$ cat src/rtl/uart_rx_edge_bit_sampler_if.sv
// Signal bundle between the RX controller FSM (master) and the edge/bit sampler (slave).
interface uart_rx_edge_bit_sampler_if #(
  parameter int PRESCALE_W = 6,
  parameter int BIT_CNT_W  = 4
);
  logic                  rx_in;
  logic                  enable;
  logic                  data_sample_en;
  logic [PRESCALE_W-1:0] prescale;
  logic [PRESCALE_W-1:0] edge_cnt;
  logic [BIT_CNT_W-1:0]  bit_cnt;
  logic                  sampled_bit;
  logic                  sample_valid;

  modport master (
    output rx_in,
    output enable,
    output data_sample_en,
    output prescale,
    input  edge_cnt,
    input  bit_cnt,
    input  sampled_bit,
    input  sample_valid
  );

  modport slave (
    input  rx_in,
    input  enable,
    input  data_sample_en,
    input  prescale,
    output edge_cnt,
    output bit_cnt,
    output sampled_bit,
    output sample_valid
  );
endinterface

$ cat src/rtl/uart_rx_edge_bit_sampler.sv
// UART RX oversampling stage: edge/bit counters for the RX FSM plus a
// 3-point majority-voted bit sample with a one-cycle valid strobe.
module uart_rx_edge_bit_sampler #(
  parameter int PRESCALE_W = 6,
  parameter int BIT_CNT_W  = 4
) (
  input logic                      clk,
  input logic                      rst,
  uart_rx_edge_bit_sampler_if.slave bus
);

  localparam logic [PRESCALE_W-1:0] PRESCALE_DEF = PRESCALE_W'(8);
  localparam logic [PRESCALE_W-1:0] PRESCALE_MIN = PRESCALE_W'(6);
  localparam logic [PRESCALE_W-1:0] ONE_P        = PRESCALE_W'(1);
  localparam logic [BIT_CNT_W-1:0]  BIT_MAX      = '1;

  logic [PRESCALE_W-1:0] prescale_q, prescale_d;
  logic [PRESCALE_W-1:0] edge_cnt_q, edge_cnt_d;
  logic [BIT_CNT_W-1:0]  bit_cnt_q, bit_cnt_d;
  logic                  s0_q, s0_d;
  logic                  s1_q, s1_d;
  logic                  sampled_bit_q, sampled_bit_d;
  logic                  sample_valid_q, sample_valid_d;

  logic [PRESCALE_W-1:0] half;
  logic [PRESCALE_W-1:0] pt_lo;
  logic [PRESCALE_W-1:0] pt_hi;
  logic [PRESCALE_W-1:0] edge_last;
  logic                  sample_en;
  logic                  maj;

  always_comb begin
    half      = prescale_q >> 1;
    pt_lo     = half - ONE_P;
    pt_hi     = half + ONE_P;
    edge_last = prescale_q - ONE_P;
    sample_en = bus.enable && bus.data_sample_en;
    maj       = (s0_q & s1_q) | (s0_q & bus.rx_in) | (s1_q & bus.rx_in);

    prescale_d     = prescale_q;
    edge_cnt_d     = edge_cnt_q;
    bit_cnt_d      = bit_cnt_q;
    s0_d           = s0_q;
    s1_d           = s1_q;
    sampled_bit_d  = sampled_bit_q;
    sample_valid_d = 1'b0;

    // Ratio is only tracked while idle so it stays fixed across a frame.
    if (!bus.enable) begin
      prescale_d = (bus.prescale < PRESCALE_MIN) ? PRESCALE_DEF : bus.prescale;
      edge_cnt_d = '0;
      bit_cnt_d  = '0;
    end else if (edge_cnt_q == edge_last) begin
      edge_cnt_d = '0;
      if (bit_cnt_q != BIT_MAX) begin
        bit_cnt_d = bit_cnt_q + 1'b1;
      end
    end else begin
      edge_cnt_d = edge_cnt_q + ONE_P;
    end

    if (sample_en) begin
      if (edge_cnt_q == pt_lo) begin
        s0_d = bus.rx_in;
      end
      if (edge_cnt_q == half) begin
        s1_d = bus.rx_in;
      end
      if (edge_cnt_q == pt_hi) begin
        sampled_bit_d  = maj;
        sample_valid_d = 1'b1;
      end
    end
  end

  always_ff @(posedge clk) begin
    if (rst) begin
      prescale_q     <= PRESCALE_DEF;
      edge_cnt_q     <= '0;
      bit_cnt_q      <= '0;
      s0_q           <= 1'b1;
      s1_q           <= 1'b1;
      sampled_bit_q  <= 1'b1;
      sample_valid_q <= 1'b0;
    end else begin
      prescale_q     <= prescale_d;
      edge_cnt_q     <= edge_cnt_d;
      bit_cnt_q      <= bit_cnt_d;
      s0_q           <= s0_d;
      s1_q           <= s1_d;
      sampled_bit_q  <= sampled_bit_d;
      sample_valid_q <= sample_valid_d;
    end
  end

  assign bus.edge_cnt     = edge_cnt_q;
  assign bus.bit_cnt      = bit_cnt_q;
  assign bus.sampled_bit  = sampled_bit_q;
  assign bus.sample_valid = sample_valid_q;

endmodule

$ cat src/flat_wrapper.sv
// flat-port wrapper written by rule: the top's interface ports become plain ports
module uart_rx_edge_bit_sampler_flat 
#(
  parameter int PRESCALE_W = 6,
  parameter int BIT_CNT_W  = 4
)
  (clk, rst, bus_rx_in, bus_enable, bus_data_sample_en, bus_prescale, bus_edge_cnt, bus_bit_cnt, bus_sampled_bit, bus_sample_valid);
  uart_rx_edge_bit_sampler_if #(.PRESCALE_W(PRESCALE_W), .BIT_CNT_W(BIT_CNT_W)) bus_i ();
  input logic clk;
  input logic rst;
  input wire logic [$bits(bus_i.rx_in)-1:0] bus_rx_in;
  input wire logic [$bits(bus_i.enable)-1:0] bus_enable;
  input wire logic [$bits(bus_i.data_sample_en)-1:0] bus_data_sample_en;
  input wire logic [$bits(bus_i.prescale)-1:0] bus_prescale;
  output wire logic [$bits(bus_i.edge_cnt)-1:0] bus_edge_cnt;
  output wire logic [$bits(bus_i.bit_cnt)-1:0] bus_bit_cnt;
  output wire logic [$bits(bus_i.sampled_bit)-1:0] bus_sampled_bit;
  output wire logic [$bits(bus_i.sample_valid)-1:0] bus_sample_valid;
  assign bus_i.rx_in = bus_rx_in;
  assign bus_i.enable = bus_enable;
  assign bus_i.data_sample_en = bus_data_sample_en;
  assign bus_i.prescale = bus_prescale;
  assign bus_edge_cnt = bus_i.edge_cnt;
  assign bus_bit_cnt = bus_i.bit_cnt;
  assign bus_sampled_bit = bus_i.sampled_bit;
  assign bus_sample_valid = bus_i.sample_valid;
  uart_rx_edge_bit_sampler #(.PRESCALE_W(PRESCALE_W), .BIT_CNT_W(BIT_CNT_W)) u_core (.clk(clk), .rst(rst), .bus(bus_i));
endmodule
$ cat config.mk
export PLATFORM = sky130hd
export DESIGN_NAME = uart_rx_edge_bit_sampler_flat
export DESIGN_NICKNAME = d
export VERILOG_FILES = /design/src/rtl/uart_rx_edge_bit_sampler_if.sv /design/src/rtl/uart_rx_edge_bit_sampler.sv /design/src/flat_wrapper.sv
export SDC_FILE = /design/constraint.sdc
export NUM_CORES = 1
export LEC_CHECK = 0
export ABC_CLOCK_PERIOD_IN_PS = 6000
export CELL_PAD_IN_SITES_DETAIL_PLACEMENT = 2
export CELL_PAD_IN_SITES_GLOBAL_PLACEMENT = 2
export CORE_UTILIZATION = 33
export CTS_CLUSTER_SIZE = 16
export DETAILED_ROUTE_END_ITERATION = 16
export GPL_TIMING_DRIVEN = 0
export PLACE_DENSITY = 0.81
export SYNTH_ARGS = -nofsm -noshare
export SYNTH_HDL_FRONTEND = slang
export SYNTH_SLANG_ARGS = --single-unit
$ cat constraint.sdc
create_clock -name clk -period 6 [get_ports clk]
set_input_delay 1.2 -clock clk [delete_from_list [all_inputs] [get_ports clk]]
set_output_delay 1.2 -clock clk [all_outputs]
set_load 0.02 [all_outputs]
==> results.md <==
* FMAX at between 0.3 and 0.4 GHz
* Leak at ~0.69 nW
* Via count at roughly 1200
* Placement Rows at 22
* Pins Over Slew Limit at 0
* CTS root buffer: clkbuf_8
* Inserted Diodes at 0
* Internal at around 250 uW
* Sequential share of power at approximately 41%
* #FFs+latches synth at 20
* Hold Buf Count CTS at 0
* Area after DPL at around 0.0016 mm2
* Total net switching power at 92.59 uW
* Sw frac at 26.96%
* Clock power frac at between 40% and 50%
* Worst path arrival time at 2980 ps
* Worst skew pair latency at 270 ps
* Final setup fails at 0
* Post-CTS Setup Bufs at 0
* Buf+Inv Stages, Crit Path at 3
* Slowest cell on the critical path: clkdlybuf4s50_1
* Post-Synthesis Cells at around 150
* Final hold vios at 0
* Ports at 23
* Synthesized cell area at about 0.0013 mm2
* Largest net degree at the start of global routing at 13
* CTS tree: yes
* Cell breakdown of the critical path: clkdlybuf4s50_1 -> clkbuf_1 -> nand2b_1 -> clkbuf_1 -> o21ai_0
* Synth area leader: dfxtp_1
* CP peak stage delay at 490 ps
* Hold slack final at about 520 ps
* GP Congestion at between 0.8 and 0.9
* Number of H-tree levels at 1
* Worst path top cell family by delay: buffers and inverters
* Crit share post-route at between 40% and 50%
* Main synth FF type: dfxtp_1
* Gate power share at between 15 and 20%
* R2r setup slk at 3690 ps
* Top cells by count, synth: 20 x dfxtp_1, 14 x nor2_1, 12 x xor2_1
* Detailed Place HPWL at 3131 um
* First-pass GRT wire length at 7555 um
* Synth Net Count at 169
* Initial Util at 35.12%
* Share of the synthesized area in the top cell type at between 30% and 40%
* Die span in y at approximately 65 um
* Final Cell Area at 0.001657 mm2
* CTS resizes at 0
* Synth cell types at between 40 and 50
* Hold Crit Class: flip-flop to flip-flop
* PortBufs at 22
* Most used cell, CP: clkbuf_1
* Startpoint type of the worst setup path: input pin
* Full die area at 0.004210 mm2
* Core Region at around 0.0037 mm2
* Layout cells sized above 1 at around a tenth
* Pwr per Cell Area at around 210 mW/mm2
* Outcome: complete, no violations
* Post-synth EDFFs at 0
* Die width at ~65 um
* WS Path Type: input pin to flip-flop
* GR Overflow Total at 0
* Unrepaired setup endpoints after global routing: false
* Net count, final at between 150 and 200
* Detail Route Antenna Nets at 0
* TNS Setup at 0 ps
* CTS sink count at 20
* Clock slew at reported path FFs at about 90 ps
* Drt wl/cell at 19.72 um
* Area delta synth->final at 26.94%
* Clk buf depth at 2
* Max Clock Skew at 4.396 ps
* Drt pass-1 iters at 4
* Mean cell area of the mapped netlist at approximately 8.6 um2
* Via density at around 5.5
* DRT iter0 DRCs at between 40 and 50
* Fill cells at between 400 and 500
* Max-Cap Viols at 0
* Share of synthesized registers carrying an async set or reset at 0%
* Maximum resistive drop on vdd at approximately 0.12 mV
* Minimum clock period after layout at between 2000 and 3000 ps
* # DRC at 0
* CP Capture Type: flip-flop
* Seq/Total Area, Yosys at a little under a third
* Initial antenna violation count at 0
* GRT Total Usage at between 20% and 30%
* Crit-path max FO at 10
* Yosys warning count at 0
* Critical Path RT at 6120 ps
* Tightest Pin Transition at roughly 520 ps
* Total Wirelength at between 4000 and 5000 um
* Count leader, synth: dfxtp_1
* Max_slew headroom at approximately two thirds
* Vias in the first global route at roughly 1500
* TritonCTS Buffers at 3
* Synth area leaders: dfxtp_1 31%, xor2_1 8.1%, ha_1 5.8%, xnor2_1 5.4%, nor2_1 4.0%
-- power by group through the flow --
stage                     clock network [mW]  registers [mW]  logic, mW
after detailed placement                   0           0.143     0.0582
after global routing                   0.148           0.141     0.0667
after CTS                              0.142           0.141     0.0612
final                                  0.142           0.141     0.0606
after floorplan                            0           0.143     0.0367
after global placement                     0           0.143     0.0543
-- state kept, by name, indices dropped and copies added (netlist names) --
| register | count |
|---|---|
| u_core.bus.edge_cnt | 6 |
| u_core.prescale_q | 6 |
| u_core.bus.bit_cnt | 4 |
| u_core.bus.sample_valid | 1 |
| u_core.bus.sampled_bit | 1 |
| u_core.s0_q | 1 |
| u_core.s1_q | 1 |
-- through the flow --
stage | instances | worst slack [ps] | power, mW | utilization, %
3_3_place_gp | 222 | 3099 | 0.1976 | 42.66
6_report | 226 | 3142 | 0.3434 | 44.58
2_1_floorplan | 152 | 3891 | 0.1798 | -
3_5_place_dp | 222 | 2970 | 0.2017 | 42.66
4_1_cts | 226 | 3141 | 0.3441 | 44.58
5_1_grt | 226 | 3058 | 0.3560 | 44.58
-- layer usage --
metal	GRT usage (%)	vias to the layer above	part of all wire (%)
met5	0	-	0
met4	9.444	0	2.0
met3	3.697	11	2.2
met2	44.40	18	52
met1	27.58	616	43
li1	-	588	-
-- area by class of cell --
| cell class | instances | area [um2] | share of cell area [%] |
|---|---|---|---|
| plain buffers | 9 | 57.56 | 3.474 |
| clock buffers | 3 | 41.29 | 2.492 |
| clock inverters | 1 | 30.03 | 1.813 |
| inverters | 6 | 22.52 | 1.360 |
| multi-input cells | 117 | 824.5 | 49.77 |
| flip-flops and latches | 20 | 400.4 | 24.17 |
| well taps | 48 | 60.06 | 3.625 |
| repair buffers | 22 | 220.2 | 13.29 |
-- cells by family after synthesis --
kind of cell / Yosys count / synth area share, %
XOR/XNOR: 20 / 13.42
multiplexers: 5 / 3.835
AO/OA/AOI/OAI: 27 / 16.59
AND/OR/NAND/NOR: 58 / 22.82
flip-flops: 20 / 30.68
buffers and inverters: 15 / 6.136
adder cells (fa/ha/maj): 7 / 6.520
-- final timing paths --
path | endpoint | from | depth (start not counted)
setup / recovery | u_core.prescale_q[1] | rst | 5
hold / removal | u_core.s1_q | u_core.s1_q | 2
setup reg to reg | u_core.bus.bit_cnt[3] | u_core.prescale_q[1] | 8
hold reg to reg | u_core.s1_q | u_core.s1_q | 2
-- cells in the final DEF, fill, tap and decap left out, types with 6 or more instances in the layout --
| master | n |
|---|---|
| clkdlybuf4s50_1 | 22 |
| dfxtp_1 | 20 |
| ha_1 | 6 |
| inv_1 | 6 |
| nand2_1 | 9 |
| nand3_1 | 8 |
| nor2_1 | 14 |
| nor3_1 | 8 |
| xnor2_1 | 8 |
| xor2_1 | 12 |
-- worst min-delay path: cells and delay by family, from the launching register on --
| kind | cells | cell delay [ps] |
|---|---|---|
| flip-flops | 1 | 350 |
| multiplexers | 1 | 80 |
| AND/OR/NAND/NOR | 1 | 70 |
Note: power is estimated with default switching activity, not from simulation.
